## src/rtl/trig_link_pkg.sv

```systemverilog
// Shared trigger-link definitions: K-character codes, frame geometry,
// receiver FSM states and the reassembled cluster payload record.
package trig_link_pkg;

    localparam int unsigned WORD_W          = 16;
    localparam int unsigned WORDS_PER_FRAME = 4;
    localparam int unsigned PAYLOAD_W       = 56;

    localparam logic [7:0] K_IDLE   = 8'hBC;  // K28.5, normal frame
    localparam logic [7:0] K_BC0    = 8'h3C;  // K28.1, bunch-crossing zero
    localparam logic [7:0] K_RESYNC = 8'hF7;  // K23.7, resync

    typedef enum logic [1:0] {
        ST_HUNT   = 2'd0,
        ST_SYNC   = 2'd1,
        ST_LOCKED = 2'd2
    } rx_state_e;

    typedef struct packed {
        logic [PAYLOAD_W-1:0] data;
        logic                 bc0;
        logic                 resync;
    } gem_frame_t;

    // A legal frame-start word: low byte is K, high byte is data, K byte is a known code.
    function automatic logic is_w0_word(input logic [WORD_W-1:0] d, input logic [1:0] k);
        return (k == 2'b01) &&
               ((d[7:0] == K_IDLE) || (d[7:0] == K_BC0) || (d[7:0] == K_RESYNC));
    endfunction

endpackage

```

## src/rtl/bc0_period_chk.sv

```systemverilog
// BC0 spacing checker: counts valid frames between BC0 markers and flags a
// BC0 whose spacing differs from BX_PER_ORBIT. The first BC0 after lock only
// arms the check.
// Ports: clk_160, reset (sync, active high); frame_valid/frame_bc0 describe the
// frame being emitted this cycle; locked is the receiver lock state;
// bc0_err_o is registered so it lines up with the receiver's valid strobe.
module bc0_period_chk #(
    parameter int unsigned BX_PER_ORBIT = 3564
) (
    input  logic clk_160,
    input  logic reset,
    input  logic frame_valid,
    input  logic frame_bc0,
    input  logic locked,
    output logic bc0_err_o
);

    localparam int unsigned CNT_W = $clog2(BX_PER_ORBIT + 1);

    logic [CNT_W-1:0] cnt_q;
    logic             armed_q;

    // cnt_q holds the spacing the next BC0 would have; saturates so a long gap stays an error.
    always_ff @(posedge clk_160) begin
        if (reset) begin
            cnt_q     <= '0;
            armed_q   <= 1'b0;
            bc0_err_o <= 1'b0;
        end else begin
            bc0_err_o <= 1'b0;
            if (!locked) begin
                cnt_q   <= '0;
                armed_q <= 1'b0;
            end else if (frame_valid) begin
                if (frame_bc0) begin
                    bc0_err_o <= armed_q && (cnt_q != CNT_W'(BX_PER_ORBIT));
                    cnt_q     <= CNT_W'(1);
                    armed_q   <= 1'b1;
                end else if (cnt_q != '1) begin
                    cnt_q <= cnt_q + CNT_W'(1);
                end
            end
        end
    end

endmodule

```

## src/rtl/mgt_frame_rx.sv

```systemverilog
// Trigger-link frame receiver: aligns 4-word frames on the 16-bit MGT word
// stream, tracks lock with HUNT/SYNC/LOCKED, and emits the 56-bit cluster
// payload with a one-cycle valid strobe for every good frame while locked.
// Ports: clk_160, reset (sync, active high); rx_data_i/rx_isk_i word and
// K flags; gem_data_o/bc0_o/resync_o frame contents qualified by valid_o;
// locked_o lock state; err_cnt_o saturating bad-frame count while locked;
// bc0_err_o BC0 spacing violation strobe.
// Build option: define MGT_FRAME_RX_BC0_CHECK_EN to include the BC0 spacing
// checker; otherwise bc0_err_o is constant 0.
module mgt_frame_rx
    import trig_link_pkg::*;
#(
    parameter int unsigned LOCK_FRAMES   = 4,
    parameter int unsigned UNLOCK_FRAMES = 2,
    parameter int unsigned BX_PER_ORBIT  = 3564
) (
    input  logic                 clk_160,
    input  logic                 reset,
    input  logic [WORD_W-1:0]    rx_data_i,
    input  logic [1:0]           rx_isk_i,
    output logic [PAYLOAD_W-1:0] gem_data_o,
    output logic                 valid_o,
    output logic                 bc0_o,
    output logic                 resync_o,
    output logic                 locked_o,
    output logic [15:0]          err_cnt_o,
    output logic                 bc0_err_o
);

    localparam int unsigned WCNT_W = $clog2(WORDS_PER_FRAME);
    localparam int unsigned GOOD_W = $clog2(LOCK_FRAMES + 1);
    localparam int unsigned BAD_W  = $clog2(UNLOCK_FRAMES + 1);

    rx_state_e          state_q, state_d;
    logic [WCNT_W-1:0]  wcnt_q, wcnt_d;
    logic [GOOD_W-1:0]  good_q, good_d;
    logic [BAD_W-1:0]   bad_q, bad_d;
    logic               frame_bad_q, frame_bad_d;
    logic [7:0]         w0_hi_q, w0_hi_d;
    logic [7:0]         w0_k_q, w0_k_d;
    logic [WORD_W-1:0]  w1_q, w1_d;
    logic [WORD_W-1:0]  w2_q, w2_d;
    logic [15:0]        err_q, err_d;
    logic               valid_q;
    logic               locked_q;
    gem_frame_t         out_q;

    logic               w0_ok_c;
    logic               wn_ok_c;
    logic               last_bad_c;
    logic               emit_c;

    assign w0_ok_c    = is_w0_word(rx_data_i, rx_isk_i);
    assign wn_ok_c    = (rx_isk_i == 2'b00);
    assign last_bad_c = frame_bad_q | ~wn_ok_c;

    // Next-state: frame verdict is taken when w3 is sampled.
    always_comb begin
        state_d     = state_q;
        wcnt_d      = wcnt_q;
        good_d      = good_q;
        bad_d       = bad_q;
        frame_bad_d = frame_bad_q;
        w0_hi_d     = w0_hi_q;
        w0_k_d      = w0_k_q;
        w1_d        = w1_q;
        w2_d        = w2_q;
        err_d       = err_q;
        emit_c      = 1'b0;

        case (state_q)
            ST_HUNT: begin
                if (w0_ok_c) begin
                    state_d     = ST_SYNC;
                    wcnt_d      = WCNT_W'(1);
                    good_d      = '0;
                    frame_bad_d = 1'b0;
                    w0_hi_d     = rx_data_i[15:8];
                    w0_k_d      = rx_data_i[7:0];
                end
            end
            ST_SYNC, ST_LOCKED: begin
                wcnt_d = wcnt_q + WCNT_W'(1);
                case (wcnt_q)
                    WCNT_W'(0): begin
                        frame_bad_d = ~w0_ok_c;
                        w0_hi_d     = rx_data_i[15:8];
                        w0_k_d      = rx_data_i[7:0];
                    end
                    WCNT_W'(1): begin
                        frame_bad_d = frame_bad_q | ~wn_ok_c;
                        w1_d        = rx_data_i;
                    end
                    WCNT_W'(2): begin
                        frame_bad_d = frame_bad_q | ~wn_ok_c;
                        w2_d        = rx_data_i;
                    end
                    default: begin
                        frame_bad_d = 1'b0;
                        if (state_q == ST_SYNC) begin
                            if (last_bad_c) begin
                                state_d = ST_HUNT;
                            end else if (good_q == GOOD_W'(LOCK_FRAMES - 1)) begin
                                state_d = ST_LOCKED;
                                bad_d   = '0;
                            end else begin
                                good_d = good_q + GOOD_W'(1);
                            end
                        end else if (last_bad_c) begin
                            if (err_q != 16'hFFFF) begin
                                err_d = err_q + 16'd1;
                            end
                            if (bad_q == BAD_W'(UNLOCK_FRAMES - 1)) begin
                                state_d = ST_HUNT;
                            end else begin
                                bad_d = bad_q + BAD_W'(1);
                            end
                        end else begin
                            bad_d  = '0;
                            emit_c = 1'b1;
                        end
                    end
                endcase
            end
            default: state_d = ST_HUNT;
        endcase
    end

    // State, frame buffer and registered outputs.
    always_ff @(posedge clk_160) begin
        if (reset) begin
            state_q     <= ST_HUNT;
            wcnt_q      <= '0;
            good_q      <= '0;
            bad_q       <= '0;
            frame_bad_q <= 1'b0;
            w0_hi_q     <= '0;
            w0_k_q      <= '0;
            w1_q        <= '0;
            w2_q        <= '0;
            err_q       <= '0;
            valid_q     <= 1'b0;
            locked_q    <= 1'b0;
            out_q       <= '0;
        end else begin
            state_q     <= state_d;
            wcnt_q      <= wcnt_d;
            good_q      <= good_d;
            bad_q       <= bad_d;
            frame_bad_q <= frame_bad_d;
            w0_hi_q     <= w0_hi_d;
            w0_k_q      <= w0_k_d;
            w1_q        <= w1_d;
            w2_q        <= w2_d;
            err_q       <= err_d;
            valid_q     <= emit_c;
            locked_q    <= (state_d == ST_LOCKED);
            if (emit_c) begin
                out_q.data   <= {rx_data_i, w2_q, w1_q, w0_hi_q};
                out_q.bc0    <= (w0_k_q == K_BC0);
                out_q.resync <= (w0_k_q == K_RESYNC);
            end
        end
    end

    assign gem_data_o = out_q.data;
    assign bc0_o      = out_q.bc0;
    assign resync_o   = out_q.resync;
    assign valid_o    = valid_q;
    assign locked_o   = locked_q;
    assign err_cnt_o  = err_q;

`ifdef MGT_FRAME_RX_BC0_CHECK_EN
    bc0_period_chk #(
        .BX_PER_ORBIT (BX_PER_ORBIT)
    ) u_bc0_chk (
        .clk_160     (clk_160),
        .reset       (reset),
        .frame_valid (emit_c),
        .frame_bc0   (w0_k_q == K_BC0),
        .locked      (state_q == ST_LOCKED),
        .bc0_err_o   (bc0_err_o)
    );
`else
    assign bc0_err_o = 1'b0;
`endif

endmodule

```

## config.mk

```make
export PLATFORM = sky130hd
export DESIGN_NAME = mgt_frame_rx
export DESIGN_NICKNAME = d
export VERILOG_FILES = /design/src/rtl/trig_link_pkg.sv /design/src/rtl/bc0_period_chk.sv /design/src/rtl/mgt_frame_rx.sv
export SDC_FILE = /design/constraint.sdc
export NUM_CORES = 1
export LEC_CHECK = 0
export CAP_MARGIN = 20
export CORE_MARGIN = 2
export CORE_UTILIZATION = 40
export DETAILED_ROUTE_END_ITERATION = 8
export SYNTH_ARGS = -nofsm -noshare
export SYNTH_HDL_FRONTEND = slang
export SYNTH_HIERARCHICAL = 1
export SYNTH_SLANG_ARGS = --single-unit
```

## constraint.sdc

```tcl
create_clock -name clk_160 -period 4 [get_ports clk_160]
set_clock_uncertainty 0.05 [all_clocks]
set_input_delay 0.8 -clock clk_160 [delete_from_list [all_inputs] [get_ports clk_160]]
set_output_delay 0.8 -clock clk_160 [all_outputs]
set_load 0.02 [all_outputs]
```

==> results of run 1 <==
-- area by class of cell --
cell class | count | area [µm²] | share of cell area
sequential | 134 | 2683 | 0.3741
multi-input combinational | 496 | 2636 | 0.3676
timing repair buffer | 103 | 1021 | 0.1424
clock buffer | 28 | 516.7 | 0.07206
tap | 180 | 225.2 | 0.03141
inverter | 13 | 48.80 | 0.006805
clock inverter | 3 | 40.04 | 0.005584
-- synthesized netlist by cell type (all sizes together), types with 6 or more instances --
cell	count	area, µm²
buf	11	58.80
and2	7	43.80
nand2	206	773.2
nor4	7	43.79
nand4	15	100.1
dfxtp	134	2683
ha	12	150.1
clkbuf	38	142.6
a21oi	119	595.6
nand3	9	45.04
inv	13	48.80
nor2	12	45.04
o31ai	23	172.7
or4	10	78.82
nor2b	6	37.54
-- sequential cells by signal, indices dropped and copies added, names as in the netlist --
register     cells
bad_q            2
bc0_o            1
err_cnt_o       16
frame_bad_q      1
gem_data_o      56
good_q           3
locked_o         1
resync_o         1
state_q          2
valid_o          1
w0_hi_q          8
w0_k_q           8
w1_q            16
w2_q            16
wcnt_q           2
-- power by group through the flow --
stage          logic, mW  registers, mW  clock network, mW
6_report          0.0834           1.34               1.46
5_1_grt           0.0899           1.34               1.55
4_1_cts           0.0837           1.34               1.50
3_5_place_dp      0.0835           1.36                  0
3_3_place_gp      0.0825           1.36                  0
2_1_floorplan     0.0389           1.36                  0
-- per-layer routing --
layer,track usage,wire [µm],up-vias
li1,-,-,2552
met5,0,13,-
met4,0.09124,266,2
met2,0.3425,7439,108
met3,0.04916,729,20
met1,0.2559,6518,2409
-- critical path, stage by stage (launching register included) --
cell      delay (ps)
dfxtp_1          360
inv_1            100
ha_1             660
nand3b_1         310
or4_4            620
or4_1            480
a21oi_1          140
-- through the flow --
| stage | cells | area [µm²] | utilization | hold WS (ps) | power [mW] |
|---|---|---|---|---|---|
| 2_1_floorplan | 692 | 5559 | - | 378.0 | 1.404 |
| 3_3_place_gp | 926 | 6614 | 0.4821 | 388.3 | 1.447 |
| 3_5_place_dp | 926 | 6614 | 0.4821 | 395.9 | 1.448 |
| 4_1_cts | 957 | 7171 | 0.5227 | 403.1 | 2.916 |
| 5_1_grt | 957 | 7171 | 0.5227 | 422.3 | 2.974 |
| 6_report | 957 | 7171 | 0.5227 | 400.3 | 2.884 |
-- cell families (layout without fill, tap and decap cells) --
family	count (synthesis)	count (layout)	share of synthesized area
fa+ha+maj	12	12	0.02701
mux	3	3	0.006077
flops	134	134	0.4826
simple gates	298	298	0.2440
buf+inv	62	147	0.04501
compound gates	182	182	0.1947
other cells	1	1	0.0006746
-- final timing paths --
| path | from | to | slack [ps] | cells past startpoint |
|---|---|---|---|---|
| worst max-delay path | state_q[0] | err_cnt_o[15] | 1200 | 6 |
| worst min-delay path | gem_data_o[31] | gem_data_o[31] | 400 | 2 |
| worst max register to register | state_q[0] | err_cnt_o[15] | 1200 | 6 |
| worst min register to register | gem_data_o[31] | gem_data_o[31] | 400 | 2 |
==> out/qor.csv, run 1 <==
metric,value,unit
f_max,357.5,MHz
Die Y,121.9,µm
Detailed Route WL,14970,µm
CTS resizes,0,
crit-path max FO,18,
"Seq/Total Area, Yosys",0.4826,
Area Overhead vs Synth,28.99,%
Synth async-reset ratio,0,
# setup viols final,0,
clk slew on worst S/H paths,50,ps
Cell Int Power,2.294,mW
Setup TNS Final,0,ps
largest net degree at the start of global routing,85,
relative slew slack,0.3255,
initial core utilization,0.4052,
CTS Buf Count,17,
Syn Area/Cell,8.033,µm²
Final WS setup,1203,ps
CTS Sinks,134,
sequential fraction of design power,0.464,
vias in the first global route,4724,
Wirelength per Cell,15.64,µm
synth unique cells,56,
CP arrival,3090,ps
routed vias,5091,
DRT Pass-1 Iters,5,
Synth Instances,692,
Mapped Area,5559,µm²
TritonCTS clock tree,built,
gpl congestion,0.8458,
global-route wire length before repair,23780,µm
most frequent cells in the layout,"nand2_1 (205), dfxtp_1 (134), a21oi_1 (119)",
Yosys reg bits,134,
status,"finished, final reports clean",
Antenna diodes,0,
Final Cycle Share,0.6992,
"EDFF count, synth",0,
combinational power share,0.029,
P_leak,2.308,nW
pre-CTS setup slack,839.8,ps
HP Class,reg -> reg,
Worst EP required,4290,ps
"Slew Viols, Final",0,
later-pin clock latency in the skew report,420,ps
share of cells above drive strength 1,0.06178,
Peak VDD IR,0.2222,mV
Die ar.,14860,µm²
power per cell area,402.2,nW/µm²
port bufs,95,
max_cap viols,0,
RSZ-0062 raised after global routing,false,
core area,13720,µm²
top_reg_cell synth,dfxtp_1,
final global-route overflow total,0,
critical path class,reg -> reg,
Clock Power Share,0.508,
buffer depth of the longest clock path,2,
GR Util All Layers,0.2068,
"most common cell after layout, fill and taps aside",nand2_1,
buffer count from post-CTS setup fixing,0,
Nets,797,
DPL Wire Length,10150,µm
initial antenna violation count,1,
Post-CTS Hold Buffers,0,
number of H-tree levels,4,
Die Span X,121.9,µm
NetSw,590.2,µW
DR iter-0 viols,364,
fillers,1286,
Final Hold Viols,0,
Syn Nets,724,
row count,43,
total I/O pin count,97,
endpoint type of the worst setup path,flop,
Root Driver,clkbuf_16,
Net Sw Frac,0.2047,
min Tclk post-route,2797,ps
DRC Markers,0,
Slew @ Worst Pin,999.1,ps
Synth Warn #,6,
Via density,5.320,
ANT nets after route,0,
crit start category,flop,
Note: power is estimated with default switching activity, not from simulation.
==> inputs of run 2 (changes only) <==
Settings changed: PLACE_DENSITY set to 0.66.
Clock period 4 ns to 2.42 ns, I/O delays scaled along.
==> out/qor.csv, run 2 (synthesis gave the netlist of run 1 again) <==
metric,value,unit,change
Die ar.,14860,µm²,unchanged
GR Util All Layers,0.2119,,was 0.2068
buffer count from post-CTS setup fixing,0,,unchanged
CTS resizes,1,,was 0
crit path from,state_q[1],,was state_q[0]
Final Cycle Share,0.9402,,was 0.6992
# setup viols final,0,,unchanged
r2r setup slk,140,ps,was 1200 ps
DRT Pass-1 Iters,5,,unchanged
DR iter-0 viols,417,,was 364
fillers,1261,,was 1286
port bufs,95,,unchanged
core area,13720,µm²,unchanged
Slew @ Worst Pin,704.5,ps,was 999.1 ps
FF-to-FF End,err_cnt_o[15],,unchanged
sequential fraction of design power,0.436,,was 0.464
min Tclk post-route,2275,ps,was 2797 ps
buffer depth of the longest clock path,2,,unchanged
relative slew slack,0.5303,,was 0.3255
ANT nets after route,0,,unchanged
max_cap viols,0,,unchanged
Antenna diodes,0,,unchanged
Cell Int Power,4.046,mW,was 2.294 mW
hold path endpoint,gem_data_o[34],,was gem_data_o[31]
Root Driver,clkbuf_16,,unchanged
max FFs per register,56,,unchanged
total I/O pin count,97,,unchanged
Via density,5.342,,was 5.320
Cells after DPL,953,,was 926
Final Power,5.064,mW,was 2.884 mW
Worst Hold Launch,gem_data_o[34],,was gem_data_o[31]
Slowest Stage Delay on Critical Path,550,ps,was 660 ps
later-pin clock latency in the skew report,420,ps,about the same
critical path class,reg -> reg,,unchanged
row count,43,,unchanged
largest net degree at the start of global routing,70,,was 85
global-route wire length before repair,24530,µm,was 23780 µm
Final WS setup,144.7,ps,was 1203 ps
status,"finished, final reports clean",,unchanged
share of cells above drive strength 1,0.1031,,was 0.06178
Clock Power Share,0.532,,was 0.508
Die Span X,121.9,µm,unchanged
Nets,824,,was 797
RSZ-0062 raised after global routing,false,,unchanged
worst-path cell chain,inv_1 -> ha_2 -> nand3b_1 -> or4_4 -> or4_1 -> a21oi_1,,was inv_1 -> ha_1 -> nand3b_1 -> or4_4 -> or4_1 -> a21oi_1
Non-Filler Instances,985,,was 957
number of H-tree levels,4,,unchanged
endpoint type of the worst setup path,flop,,unchanged
DPL Wire Length,10620,µm,was 10150 µm
DRC Markers,0,,unchanged
power per cell area,675.4,nW/µm²,was 402.2 nW/µm²
vias in the first global route,4981,,was 4724
gpl congestion,0.8429,,was 0.8458
crit start category,flop,,unchanged
Hold Path Cell Cnt,2,,unchanged
combinational power share,0.031,,was 0.029
Peak VDD IR,0.4805,mV,was 0.2222 mV
routed vias,5262,,was 5091
Worst EP required,2730,ps,was 4290 ps
HP Class,reg -> reg,,unchanged
Post-CTS Hold Buffers,0,,unchanged
Reg2Reg Depth,6,,unchanged
clk slew on worst S/H paths,60,ps,was 50 ps
Post-Place Cell Area,6854,µm²,was 6614 µm²
Setup TNS Final,0,ps,unchanged
TritonCTS clock tree,built,,unchanged
WHS,400.4,ps,was 400.3 ps
crit-path max FO,7,,was 18
final core occ,0.5465,,was 0.5227
CTS Sinks,134,,unchanged
"Slew Viols, Final",0,,unchanged
Area Overhead vs Synth,34.86,%,was 28.99%
Finished Cell Area,7497,µm²,was 7171 µm²
initial core utilization,0.4052,,unchanged
pre-CTS setup slack,-127.9,ps,was 839.8 ps
Net Sw Frac,0.2009,,was 0.2047
most frequent cells in the layout,"nand2_1 (205), dfxtp_1 (134), a21oi_1 (119)",,unchanged
initial antenna violation count,0,,was 1
final global-route overflow total,0,,unchanged
RR Startpoint,state_q[1],,was state_q[0]
Wirelength per Cell,15.54,µm,was 15.64 µm
"most common cell after layout, fill and taps aside",nand2_1,,unchanged
Die Y,121.9,µm,unchanged
Final Hold Viols,0,,unchanged
CP arrival,2580,ps,was 3090 ps
Detailed Route WL,15310,µm,was 14970 µm
CTS Buf Count,17,,unchanged
f_max,439.5,MHz,was 357.5 MHz
P_leak,2.487,nW,was 2.308 nW
CP max stage cell,or4_4,,was ha_1
NetSw,1.017,mW,was 590.2 µW
[run 2: changes by cell type in the layout (fill, tap and decap cells not counted), sizes merged]
cell      previous run  this run
clkbuf              28        25
clkinvlp             0         2
buf                  9        36
bufinv               1         3
[run 2: worst max-delay path, delay by kind of cell, from the launching register on]
family                     cells  cell delay [ps]
DFF                            1              380
and+or+nand+nor                3             1160
AOI/OAI and AO/OA              1              140
buffers and inverters          1               90
adders and majority gates      1              390
[run 2: area by class of cell]
type	count	area, µm²	area share
clock buffer	25	515.5	0.06876
clock inverter	7	115.1	0.01535
inverter	13	48.80	0.006509
multi-input combinational	496	2649	0.3533
sequential	134	2683	0.3578
tap	180	225.2	0.03004
timing repair buffer	130	1261	0.1682
[run 2: power by group through the flow]
| stage | logic (mW) | clock network (mW) | registers [mW] |
|---|---|---|---|
| after floorplan | 0.0643 | 0 | 2.26 |
| after global placement | 0.154 | 0 | 2.26 |
| final | 0.159 | 2.70 | 2.21 |
| after CTS | 0.157 | 2.73 | 2.21 |
| after detailed placement | 0.156 | 0 | 2.26 |
| after global routing | 0.169 | 2.84 | 2.21 |
[run 2: how the worst max path moves through the flow]
stage                          endpoint  slack (ps)  cells after the start
final                     err_cnt_o[15]         140                      6
after global routing      err_cnt_o[15]           9                      6
after CTS                 err_cnt_o[15]         130                      6
after detailed placement     w0_hi_q[3]        -130                      6
after global placement       w0_hi_q[5]         -40                      6
after floorplan           err_cnt_o[15]         260                      6
[run 2: layer usage]
metal	vias to the layer above	routed length, µm	track usage
li1	2612	-	-
met1	2504	6764	0.2688
met2	122	7429	0.3502
met3	24	799	0.04541
met4	0	313	0.08693
met5	-	0	0
==> inputs of run 3 (changes only) <==
Settings changed: CORE_ASPECT_RATIO set to 1.25.
==> out/qor.csv, run 3 (synthesis gave the netlist of run 1 again) <==
metric,value,unit,change
TritonCTS clock tree,built,,unchanged
Worst EP required,2710,ps,was 2730 ps
Peak VDD IR,0.4130,mV,was 0.4805 mV
pre-CTS setup slack,-55.41,ps,was -127.9 ps
global-route wire length before repair,24340,µm,was 24530 µm
Die Span X,109.4,µm,was 121.9 µm
clk slew on worst S/H paths,60,ps,about the same
Final Hold Viols,0,,unchanged
Detailed Route WL,15660,µm,was 15310 µm
routed vias,5289,,was 5262
DR iter-0 viols,296,,was 417
final core occ,0.5458,,was 0.5465
crit-path max FO,4,,was 7
row count,48,,was 43
status,"finished, final reports clean",,unchanged
DPL Wire Length,10860,µm,was 10620 µm
WHS,402.2,ps,was 400.4 ps
later-pin clock latency in the skew report,410,ps,was 420 ps
max FFs per register,56,,unchanged
HP Class,reg -> reg,,unchanged
DRC Markers,0,,unchanged
vias in the first global route,4975,,was 4981
Area Overhead vs Synth,34.44,%,was 34.86%
initial antenna violation count,0,,unchanged
Post-CTS Hold Buffers,0,,unchanged
largest net degree at the start of global routing,87,,was 70
Wirelength per Cell,15.94,µm,was 15.54 µm
GR Util All Layers,0.2118,,was 0.2119
CTS Sinks,134,,unchanged
P_leak,2.475,nW,was 2.487 nW
DRT Pass-1 Iters,4,,was 5
initial core utilization,0.4060,,was 0.4052
power per cell area,673.5,nW/µm²,was 675.4 nW/µm²
Nets,826,,was 824
max_cap viols,0,,unchanged
most frequent cells in the layout,"nand2_1 (205), dfxtp_1 (134), a21oi_1 (119)",,unchanged
crit start category,flop,,unchanged
Final WS setup,220.3,ps,was 144.7 ps
Die ar.,14860,µm²,about the same
area of the multi-input gates,2644,µm²,was 2649 µm²
number of H-tree levels,4,,unchanged
gpl congestion,0.9295,,was 0.8429
Die Y,135.8,µm,was 121.9 µm
share of cells above drive strength 1,0.1041,,was 0.1031
critical path class,reg -> reg,,unchanged
fillers,1279,,was 1261
# setup viols final,0,,unchanged
f_max,454.6,MHz,was 439.5 MHz
ANT nets after route,0,,unchanged
port bufs,95,,unchanged
"Slew Viols, Final",0,,unchanged
CTS Buf Count,17,,unchanged
Register Area,2683,µm²,unchanged
final global-route overflow total,0,,unchanged
Slew @ Worst Pin,594.1,ps,was 704.5 ps
Post-Place Cell Area,6850,µm²,was 6854 µm²
total I/O pin count,97,,unchanged
CP arrival,2490,ps,was 2580 ps
min Tclk post-route,2200,ps,was 2275 ps
Antenna diodes,0,,unchanged
Final Cycle Share,0.9090,,was 0.9402
core area,13690,µm²,was 13720 µm²
"most common cell after layout, fill and taps aside",nand2_1,,unchanged
RSZ-0062 raised after global routing,false,,unchanged
Root Driver,clkbuf_16,,unchanged
Final Power,5.033,mW,was 5.064 mW
Via density,5.386,,was 5.342
endpoint type of the worst setup path,flop,,unchanged
Finished Cell Area,7473,µm²,was 7497 µm²
buffer depth of the longest clock path,2,,unchanged
relative slew slack,0.6039,,was 0.5303
run 3: cell types whose count changed in the layout (fill, tap and decap cells not counted), moves of 2 or more:
| cell | change |
|---|---|
| buf_4 | +3 |
| clkbuf_8 | -5 |
| clkinv_4 | +3 |
| inv_6 | +2 |
run 3: worst paths after layout:
kind | from | to | slack (ps) | depth (start not counted)
worst max-delay path | state_q[0] | err_cnt_o[15] | 220 | 6
worst min-delay path | gem_data_o[0] | gem_data_o[0] | 400 | 2
worst max register to register | state_q[0] | err_cnt_o[15] | 220 | 6
worst min register to register | gem_data_o[0] | gem_data_o[0] | 400 | 2
run 3: repair_timing:
item	4_1_cts	5_1_grt
gates resized for setup	1	1
setup endpoints to repair	7	1
setup buffers	0	0
run 3: per-layer routing:
layer,vias up,global-route usage,part of all wire
met3,27,0.05916,0.063
met5,-,0,0
met1,2466,0.2457,0.41
met2,172,0.3645,0.51
li1,2624,-,-
met4,0,0.08368,0.021
run 3: critical path, stage by stage (launching register included):
cell      delay, ps
dfxtp_1         360
inv_1           110
ha_1            320
nand3b_1        120
or4_4           550
or4_1           480
a21oi_1         140
run 3: power by group:
part	switching, mW	internal [mW]	leakage, nW
logic	0.106	0.0621	1.10
clock network	0.995	1.66	0.292
registers	0.000526	2.21	1.08
total	1.10	3.93	2.48
run 3: cell type report:
| type | count | area share |
|---|---|---|
| Timing Repair Buffer | 132 | 0.1691 |
| Clock buffer | 19 | 0.05927 |
| Clock inverter | 13 | 0.02310 |
| Inverter | 13 | 0.006529 |
| Sequential cell | 134 | 0.3589 |
| Multi-Input combinational cell | 496 | 0.3538 |
| Tap cell | 175 | 0.02930 |
run 3: per-stage QoR:
stage | setup TNS [ps] | instances
finish | 0 | 982
global route | 0 | 982
CTS | 0 | 982
detailed placement | -328.5 | 950
global placement | 0 | 950
floorplan | 0 | 692
